`src/rtl/spi_resp_pkg.sv`:
```
// Shared types and defaults for the SPI ADC responder.
// Contents: default parameter values, channel count, command field positions,
// and the responder state encoding.
package spi_resp_pkg;

   localparam int unsigned DEF_DATA_W      = 12;
   localparam int unsigned DEF_CMD_W       = 4;
   localparam int unsigned DEF_SYNC_STAGES = 2;
   localparam int unsigned NUM_CH          = 4;

   // Channel select sits in the two LSBs of the command word; the start bit
   // is always the MSB (CMD_W-1) and SGL sits directly below it.
   localparam int unsigned CMD_CH_HI = 1;
   localparam int unsigned CMD_CH_LO = 0;

   // Field layout of the default 4-bit command word.
   typedef struct packed {
      logic       start;
      logic       sgl;
      logic [1:0] ch;
   } cmd_fields_t;

   typedef enum logic [2:0] {
      ST_IDLE = 3'd0,
      ST_CMD  = 3'd1,
      ST_NULL = 3'd2,
      ST_DATA = 3'd3,
      ST_DONE = 3'd4
   } state_e;

endpackage

```
`src/rtl/spi_pin_sync.sv`:
```
// Synchroniser for one asynchronous pin plus single-cycle edge pulses.
// Ports:
//   clk, rst    : system clock, synchronous active-high reset
//   pin         : raw asynchronous input
//   level       : synchronised level (registered)
//   rise_c      : one-cycle pulse on a synchronised 0->1 transition
//   fall_c      : one-cycle pulse on a synchronised 1->0 transition
module spi_pin_sync #(
   parameter int unsigned SYNC_STAGES = 2,
   parameter logic        RST_VAL     = 1'b0
) (
   input  logic clk,
   input  logic rst,
   input  logic pin,
   output logic level,
   output logic rise_c,
   output logic fall_c
);

   localparam int unsigned N = (SYNC_STAGES < 2) ? 2 : SYNC_STAGES;

   logic [N-1:0] sync_q, sync_d;
   logic         hist_q, hist_d;

   // Shift chain plus one history flop for edge detection.
   always_comb begin
      sync_d = {sync_q[N-2:0], pin};
      hist_d = sync_q[N-1];
   end

   always_ff @(posedge clk) begin
      if (rst) begin
         sync_q <= {N{RST_VAL}};
         hist_q <= RST_VAL;
      end else begin
         sync_q <= sync_d;
         hist_q <= hist_d;
      end
   end

   assign level  = sync_q[N-1];
   assign rise_c = sync_q[N-1] & ~hist_q;
   assign fall_c = ~sync_q[N-1] & hist_q;

endmodule

```
`src/rtl/spi_adc_responder.sv`:
```
// SPI mode-0 responder standing in for an ADC: accepts a start/command frame
// on MOSI, then returns a null bit followed by a DATA_W-bit channel sample on
// MISO, MSB first. All pins are oversampled in the Clk domain.
// Optional macro SPI_RESP_PARITY_EN appends an even-parity bit after the data.
// Ports:
//   Clk, Rst        : system clock, synchronous active-high reset
//   SCLK, CS, MOSI  : SPI pins from the initiator (CS active low)
//   MISO            : response data
//   ChanData        : per-channel samples, channel n at [n*DATA_W +: DATA_W]
//   Channel         : channel of the last valid command
//   CmdValid        : one-cycle pulse when a command completes
//   FrameDone       : one-cycle pulse when the final response bit is sampled
//   FrameError      : one-cycle pulse when CS rises mid-frame
//   Busy            : high whenever the responder is not idle
module spi_adc_responder
   import spi_resp_pkg::*;
#(
   parameter int unsigned DATA_W      = DEF_DATA_W,
   parameter int unsigned CMD_W       = DEF_CMD_W,
   parameter int unsigned SYNC_STAGES = DEF_SYNC_STAGES
) (
   input  logic                     Clk,
   input  logic                     Rst,
   input  logic                     SCLK,
   input  logic                     CS,
   input  logic                     MOSI,
   output logic                     MISO,
   input  logic [NUM_CH*DATA_W-1:0] ChanData,
   output logic [1:0]               Channel,
   output logic                     CmdValid,
   output logic                     FrameDone,
   output logic                     FrameError,
   output logic                     Busy
);

   localparam int unsigned CNT_W      = $clog2(DATA_W + 2);
   localparam int unsigned SYNC_EFF   = (SYNC_STAGES < 2) ? 2 : SYNC_STAGES;
   localparam int unsigned SETTLE_CNT = SYNC_EFF + 1;
   localparam int unsigned SETTLE_W   = $clog2(SETTLE_CNT + 1);
`ifdef SPI_RESP_PARITY_EN
   localparam int unsigned LAST_CNT   = DATA_W + 1;
`else
   localparam int unsigned LAST_CNT   = DATA_W;
`endif

   logic sclk_lvl, sclk_rise, sclk_fall;
   logic cs_lvl, cs_rise, cs_fall;
   logic mosi_lvl, mosi_rise, mosi_fall;
   logic unused_pins;

   spi_pin_sync #(.SYNC_STAGES(SYNC_STAGES), .RST_VAL(1'b0)) u_sync_sclk (
      .clk(Clk), .rst(Rst), .pin(SCLK),
      .level(sclk_lvl), .rise_c(sclk_rise), .fall_c(sclk_fall));

   spi_pin_sync #(.SYNC_STAGES(SYNC_STAGES), .RST_VAL(1'b1)) u_sync_cs (
      .clk(Clk), .rst(Rst), .pin(CS),
      .level(cs_lvl), .rise_c(cs_rise), .fall_c(cs_fall));

   spi_pin_sync #(.SYNC_STAGES(SYNC_STAGES), .RST_VAL(1'b0)) u_sync_mosi (
      .clk(Clk), .rst(Rst), .pin(MOSI),
      .level(mosi_lvl), .rise_c(mosi_rise), .fall_c(mosi_fall));

   assign unused_pins = ^{sclk_lvl, mosi_rise, mosi_fall};

   state_e              state_q, state_d;
   logic [CMD_W-1:0]    cmd_q, cmd_d, cmd_shift;
   logic [CNT_W-1:0]    cnt_q, cnt_d;
   logic [DATA_W-1:0]   tx_q, tx_d;
   logic                miso_q, miso_d;
   logic [1:0]          chan_q, chan_d, chan_idx;
   logic                cmd_valid_q, cmd_valid_d;
   logic                frame_done_q, frame_done_d;
   logic                frame_error_q, frame_error_d;
   logic                busy_q, busy_d;
   logic [SETTLE_W-1:0] settle_q, settle_d;
   logic                armed_q, armed_d;
`ifdef SPI_RESP_PARITY_EN
   logic                par_q, par_d;
`endif

   logic [DATA_W-1:0] chan_arr [NUM_CH];

   always_comb begin
      for (int n = 0; n < int'(NUM_CH); n++) chan_arr[n] = ChanData[n*DATA_W +: DATA_W];
   end

   // A CS fall is only honoured once CS has been seen high after reset, with
   // the synchroniser flushed so reset values cannot fake a fall.
   always_comb begin
      settle_d = (settle_q == SETTLE_W'(SETTLE_CNT)) ? settle_q : settle_q + SETTLE_W'(1);
      armed_d  = armed_q | ((settle_q == SETTLE_W'(SETTLE_CNT)) & cs_lvl);
   end

   // Responder next-state and output logic.
   always_comb begin
      state_d       = state_q;
      cmd_d         = cmd_q;
      cnt_d         = cnt_q;
      tx_d          = tx_q;
      miso_d        = miso_q;
      chan_d        = chan_q;
      cmd_valid_d   = 1'b0;
      frame_done_d  = 1'b0;
      frame_error_d = 1'b0;
      cmd_shift     = {cmd_q[CMD_W-2:0], mosi_lvl};
      chan_idx      = cmd_shift[CMD_CH_HI:CMD_CH_LO];
`ifdef SPI_RESP_PARITY_EN
      par_d         = par_q;
`endif

      // A CS rise mid-frame takes priority over any SCLK edge in the same cycle.
      if (cs_rise && (state_q inside {ST_CMD, ST_NULL, ST_DATA})) begin
         state_d       = ST_IDLE;
         miso_d        = 1'b0;
         frame_error_d = 1'b1;
      end else begin
         case (state_q)
            ST_IDLE: begin
               miso_d = 1'b0;
               if (cs_fall && armed_q) begin
                  state_d = ST_CMD;
                  cmd_d   = '0;
                  cnt_d   = '0;
               end
            end
            ST_CMD: begin
               if (sclk_rise) begin
                  if (cmd_q == '0) begin
                     // Zeros before the start bit leave the word empty.
                     cmd_d = CMD_W'(mosi_lvl);
                  end else begin
                     cmd_d = cmd_shift;
                     // Command is complete once the start bit reaches the MSB.
                     if (cmd_shift[CMD_W-1]) begin
                        chan_d      = chan_idx;
                        cmd_valid_d = 1'b1;
                        tx_d        = chan_arr[chan_idx];
`ifdef SPI_RESP_PARITY_EN
                        par_d       = ^chan_arr[chan_idx];
`endif
                        state_d     = ST_NULL;
                     end
                  end
               end
            end
            ST_NULL: begin
               if (sclk_fall) begin
                  miso_d  = 1'b0;
                  cnt_d   = '0;
                  state_d = ST_DATA;
               end
            end
            ST_DATA: begin
               if (sclk_fall) begin
                  if (cnt_q < CNT_W'(DATA_W)) begin
                     miso_d = tx_q[DATA_W-1];
                     tx_d   = {tx_q[DATA_W-2:0], 1'b0};
                     cnt_d  = cnt_q + CNT_W'(1);
                  end
`ifdef SPI_RESP_PARITY_EN
                  else if (cnt_q == CNT_W'(DATA_W)) begin
                     miso_d = par_q;
                     cnt_d  = cnt_q + CNT_W'(1);
                  end
`endif
               end else if (sclk_rise && (cnt_q == CNT_W'(LAST_CNT))) begin
                  frame_done_d = 1'b1;
                  state_d      = ST_DONE;
               end
            end
            ST_DONE: begin
               if (cs_rise) begin
                  state_d = ST_IDLE;
                  miso_d  = 1'b0;
               end else if (sclk_fall) begin
                  miso_d = 1'b0;
               end
            end
            default: begin
               state_d = ST_IDLE;
               miso_d  = 1'b0;
            end
         endcase
      end

      busy_d = (state_d != ST_IDLE);
   end

   always_ff @(posedge Clk) begin
      if (Rst) begin
         state_q       <= ST_IDLE;
         cmd_q         <= '0;
         cnt_q         <= '0;
         tx_q          <= '0;
         miso_q        <= 1'b0;
         chan_q        <= '0;
         cmd_valid_q   <= 1'b0;
         frame_done_q  <= 1'b0;
         frame_error_q <= 1'b0;
         busy_q        <= 1'b0;
         settle_q      <= '0;
         armed_q       <= 1'b0;
`ifdef SPI_RESP_PARITY_EN
         par_q         <= 1'b0;
`endif
      end else begin
         state_q       <= state_d;
         cmd_q         <= cmd_d;
         cnt_q         <= cnt_d;
         tx_q          <= tx_d;
         miso_q        <= miso_d;
         chan_q        <= chan_d;
         cmd_valid_q   <= cmd_valid_d;
         frame_done_q  <= frame_done_d;
         frame_error_q <= frame_error_d;
         busy_q        <= busy_d;
         settle_q      <= settle_d;
         armed_q       <= armed_d;
`ifdef SPI_RESP_PARITY_EN
         par_q         <= par_d;
`endif
      end
   end

   assign MISO       = miso_q;
   assign Channel    = chan_q;
   assign CmdValid   = cmd_valid_q;
   assign FrameDone  = frame_done_q;
   assign FrameError = frame_error_q;
   assign Busy       = busy_q;

endmodule
```
`config.mk`:
```
export PLATFORM = sky130hd
export DESIGN_NAME = spi_adc_responder
export DESIGN_NICKNAME = d
export VERILOG_FILES = /design/src/rtl/spi_resp_pkg.sv /design/src/rtl/spi_pin_sync.sv /design/src/rtl/spi_adc_responder.sv
export SDC_FILE = /design/constraint.sdc
export NUM_CORES = 1
export LEC_CHECK = 0
export BUFFER_PORTS_ARGS = -buffer_cell sky130_fd_sc_hd__buf_2
export CAP_MARGIN = 20
export CORE_ASPECT_RATIO = 0.7
export CORE_MARGIN = 10
export CORE_UTILIZATION = 40
export DETAILED_ROUTE_END_ITERATION = 10
export MAX_ROUTING_LAYER = met4
export PLACE_DENSITY = 0.61
export SLEW_MARGIN = 5
export SYNTH_ARGS = -nofsm -noshare
export SYNTH_HDL_FRONTEND = slang
export SYNTH_HIERARCHICAL = 1
export SYNTH_SLANG_ARGS = --single-unit
```
`constraint.sdc`:
```
create_clock -name Clk -period 2.2 [get_ports Clk]
set_clock_uncertainty 0.15 [all_clocks]
set_input_delay 0.11 -clock Clk [delete_from_list [all_inputs] [get_ports Clk]]
set_output_delay 0.11 -clock Clk [all_outputs]
set_load 0.005 [all_outputs]
```
==> results by group <==
STA
  – Setup repair after global routing missed its margin: false
  – Post-route clock period utilization: around nine tenths
  – Relative slew margins: between 50% and 60%
  – Final sum of negative setup slack: 0 ps
  – Worst hold slack: about 66 ps
  – Final number of max-transition violations: 0
  – Actual slew at the worst max-slew pin: between 600 and 700 ps
  – Time the final worst path needs with I/O delays and setup: between 1500 and 2000 ps
  – Setup-violating endpoint count in the final report: 0
  – Fmax: between 500 and 600 MHz
  – Worst Slack Setup Final: ~260 ps
  – Final number of hold-violating endpoints: 0

Die
  – Starting Density: 42.2%
  – Area of the core: around 0.005 mm²
  – Number of placed I/O pins: 60
  – Vertical die dimension: 79.9 µm
  – Total Die Area: approximately 0.0084 mm²
  – Std cell rows: 21
  – Die X-Extent: 106 µm

Power and ir drop
  – Net switching component of the power: approximately 0.00032 W
  – Switching share of total power: 23.2%
  – Fraction of power consumed by combinational cells: a little over a tenth
  – Relative contribution of sequential cells to total power: roughly 55%
  – Internal power: 0.00105 W
  – Final Power: roughly 0.0014 W
  – P per Cell Area: 533 mW/mm²
  – Share of total power in the clock network: between 30% and 40%
  – Peak supply drop: around 0.28 mV
  – Static leakage: approximately 1.0 nW

Clocking
  – CTS tree: done
  – CTS Hold Buffers Added: 3
  – Deepest clock path buffer count: 2
  – CTS Root Cell: sky130_fd_sc_hd__clkbuf_8
  – Clock tree sinks: 40
  – TritonCTS buffer count: 5
  – Resized cells post-CTS: 0
  – Source-to-sink clock delay at the later pin of the worst-skew pair: 280 ps
  – Number of levels in the clock H-tree: 2
  – Clock Pin Slew Worst Setup and Hold Paths: roughly 80 ps
  – Setup fix buffers added after clock tree synthesis: 0

Cells and area
  – Area delta synth->final: 24.6%
  – Most common cell after layout, fill and taps aside: sky130_fd_sc_hd__buf_2
  – # nets final: 338
  – Number of filler cells placed in the layout: ~500
  – Post-route cell area: 0.00256 mm²
  – Storage element area: 801 µm²
  – Ant diodes: 0
  – Multi-input logic area: about 0.0012 mm²
  – Commonest cells after routing, fill and taps aside: sky130_fd_sc_hd__buf_2 (59), sky130_fd_sc_hd__dfxtp_1 (40), sky130_fd_sc_hd__nand2_1 (32), sky130_fd_sc_hd__a21oi_1 (18), sky130_fd_sc_hd__mux4_2 (12)
  – Share of final-layout standard cells stronger than drive strength 1: 34.0%

Yosys
  – Cells after Synth: 216
  – Cell area after synthesis: a little over 0.002 mm²
  – Count of yosys warnings during synthesis: 6
  – Mean cell area of the mapped netlist: 9.50 µm²
  – Syn nets: 272

Route
  – Via count of the routed design: roughly 1900
  – WL per Instance: approximately 16 µm
  – Number of iterations in the first detailed-routing pass: 4
  – Via-per-instance ratio: ~5.3
  – WL final: 5440 µm
  – Iter 0 DRT Violations: 171
  – Count of unresolved DRC violations after routing: 0
  – Detail Route Antenna Nets: 0

Worst setup path
  – Count of cells along the worst register-to-register path: 5
  – Critical path launch point type: register
  – Buffer and inverter count on the worst path: 0
  – Largest fanout of any net on the critical path: 4
  – Category of the most critical setup path: reg2reg
  – Logic depth of the worst setup path including buffers: 5
  – Required time at the worst-slack endpoint: about 2200 ps
  – Arrival @ worst endpoint: roughly 2000 ps
  – Critical path's top delay family: simple AND/OR/NAND/NOR gates
  – Worst-path cell chain: nor2b_1 > o21ai_1 > nor3b_1 > a21boi_1 > or4b_1
  – Critical path's largest stage delay: ~500 ps
  – Nature of the critical path endpoint: register
  – Critical Path Slowest Stage Cell: sky130_fd_sc_hd__or4b_1

Placed design
  – Area after detailed placement: around 0.0024 mm²
  – Final estimated routing congestion in global placement: ~0.82
  – Setup WS pre-CTS: around 300 ps
  – Number of input and output port buffers inserted: 59
  – DP HPWL: 4260 µm

Flow run
  – MaxCap Viol Count: 0

Worst hold path
  – Cell count of the worst hold path: 2
  – Class of the tightest hold or removal check: in2reg

GRT
  – Number of antenna violations at the first check in global routing: 0
  – All-layer global routing usage: between 10% and 20%
  – GR Overflow Total: 0
  – Pin count of the biggest net entering global routing: 18
  – First-pass GRT wire length: just under 9000 µm
  – Vias in the first global route: 1739

Run status
  – Run status: completed
-- final timing paths --
kind	startpoint	endpoint	slack (ps)
setup / recovery	u_sync_cs/sync_q[1]	Busy	260
hold / removal	Rst	tx_q[3]	70
setup reg to reg	u_sync_cs/sync_q[1]	Busy	260
hold reg to reg	u_sync_cs/sync_q[0]	u_sync_cs/sync_q[1]	260
-- layout make-up --
type	instances	area share (%)
inverters	7	1.03
clock buffers	6	2.84
well taps	69	3.38
repair buffers	73	15.9
clock inverters	1	0.196
flip-flops and latches	40	31.3
multi-input cells	155	45.3
-- registers in the layout, indices dropped and copies added, names as in the netlist, 2 cells and up --
register	cells
u_sync_cs/sync_q	2
state_q	3
tx_q	12
settle_q	2
cmd_q	3
u_sync_sclk/sync_q	2
cnt_q	4
u_sync_mosi/sync_q	2
Channel	2
-- metal layers --
metal  wire length [µm]  global-route usage, %  vias up
li1                   -                      -      924
met1               2820                   19.2      872
met2               2330                   17.1       52
met3                243                   3.55        4
met4                 46                   3.37        0
met5                  0                      -        -
-- per-stage QoR --
step | utilization, % | instances
3_3_place_gp | 50.4 | 341
6_report | 52.6 | 351
2_1_floorplan | - | 216
3_5_place_dp | 50.4 | 341
5_1_grt | 52.6 | 351
4_1_cts | 52.6 | 351
-- worst reg2reg max path: stages, from the launching register on --
cell                       delay, ps
sky130_fd_sc_hd__dfxtp_1         360
sky130_fd_sc_hd__nor2b_1         320
sky130_fd_sc_hd__o21ai_1         160
sky130_fd_sc_hd__nor3b_1         180
sky130_fd_sc_hd__a21boi_1        160
sky130_fd_sc_hd__or4b_1          500
-- power by group through the flow --
stage | logic (W) | clock network, W | registers, W
2_1_floorplan | 0.0000847 | 0 | 0.000765
3_3_place_gp | 0.000143 | 0 | 0.000767
3_5_place_dp | 0.000147 | 0 | 0.000767
4_1_cts | 0.000151 | 0.000467 | 0.000751
5_1_grt | 0.000167 | 0.000505 | 0.000753
6_report | 0.000150 | 0.000463 | 0.000750
No activity file was read; power rests on OpenSTA's default activity.
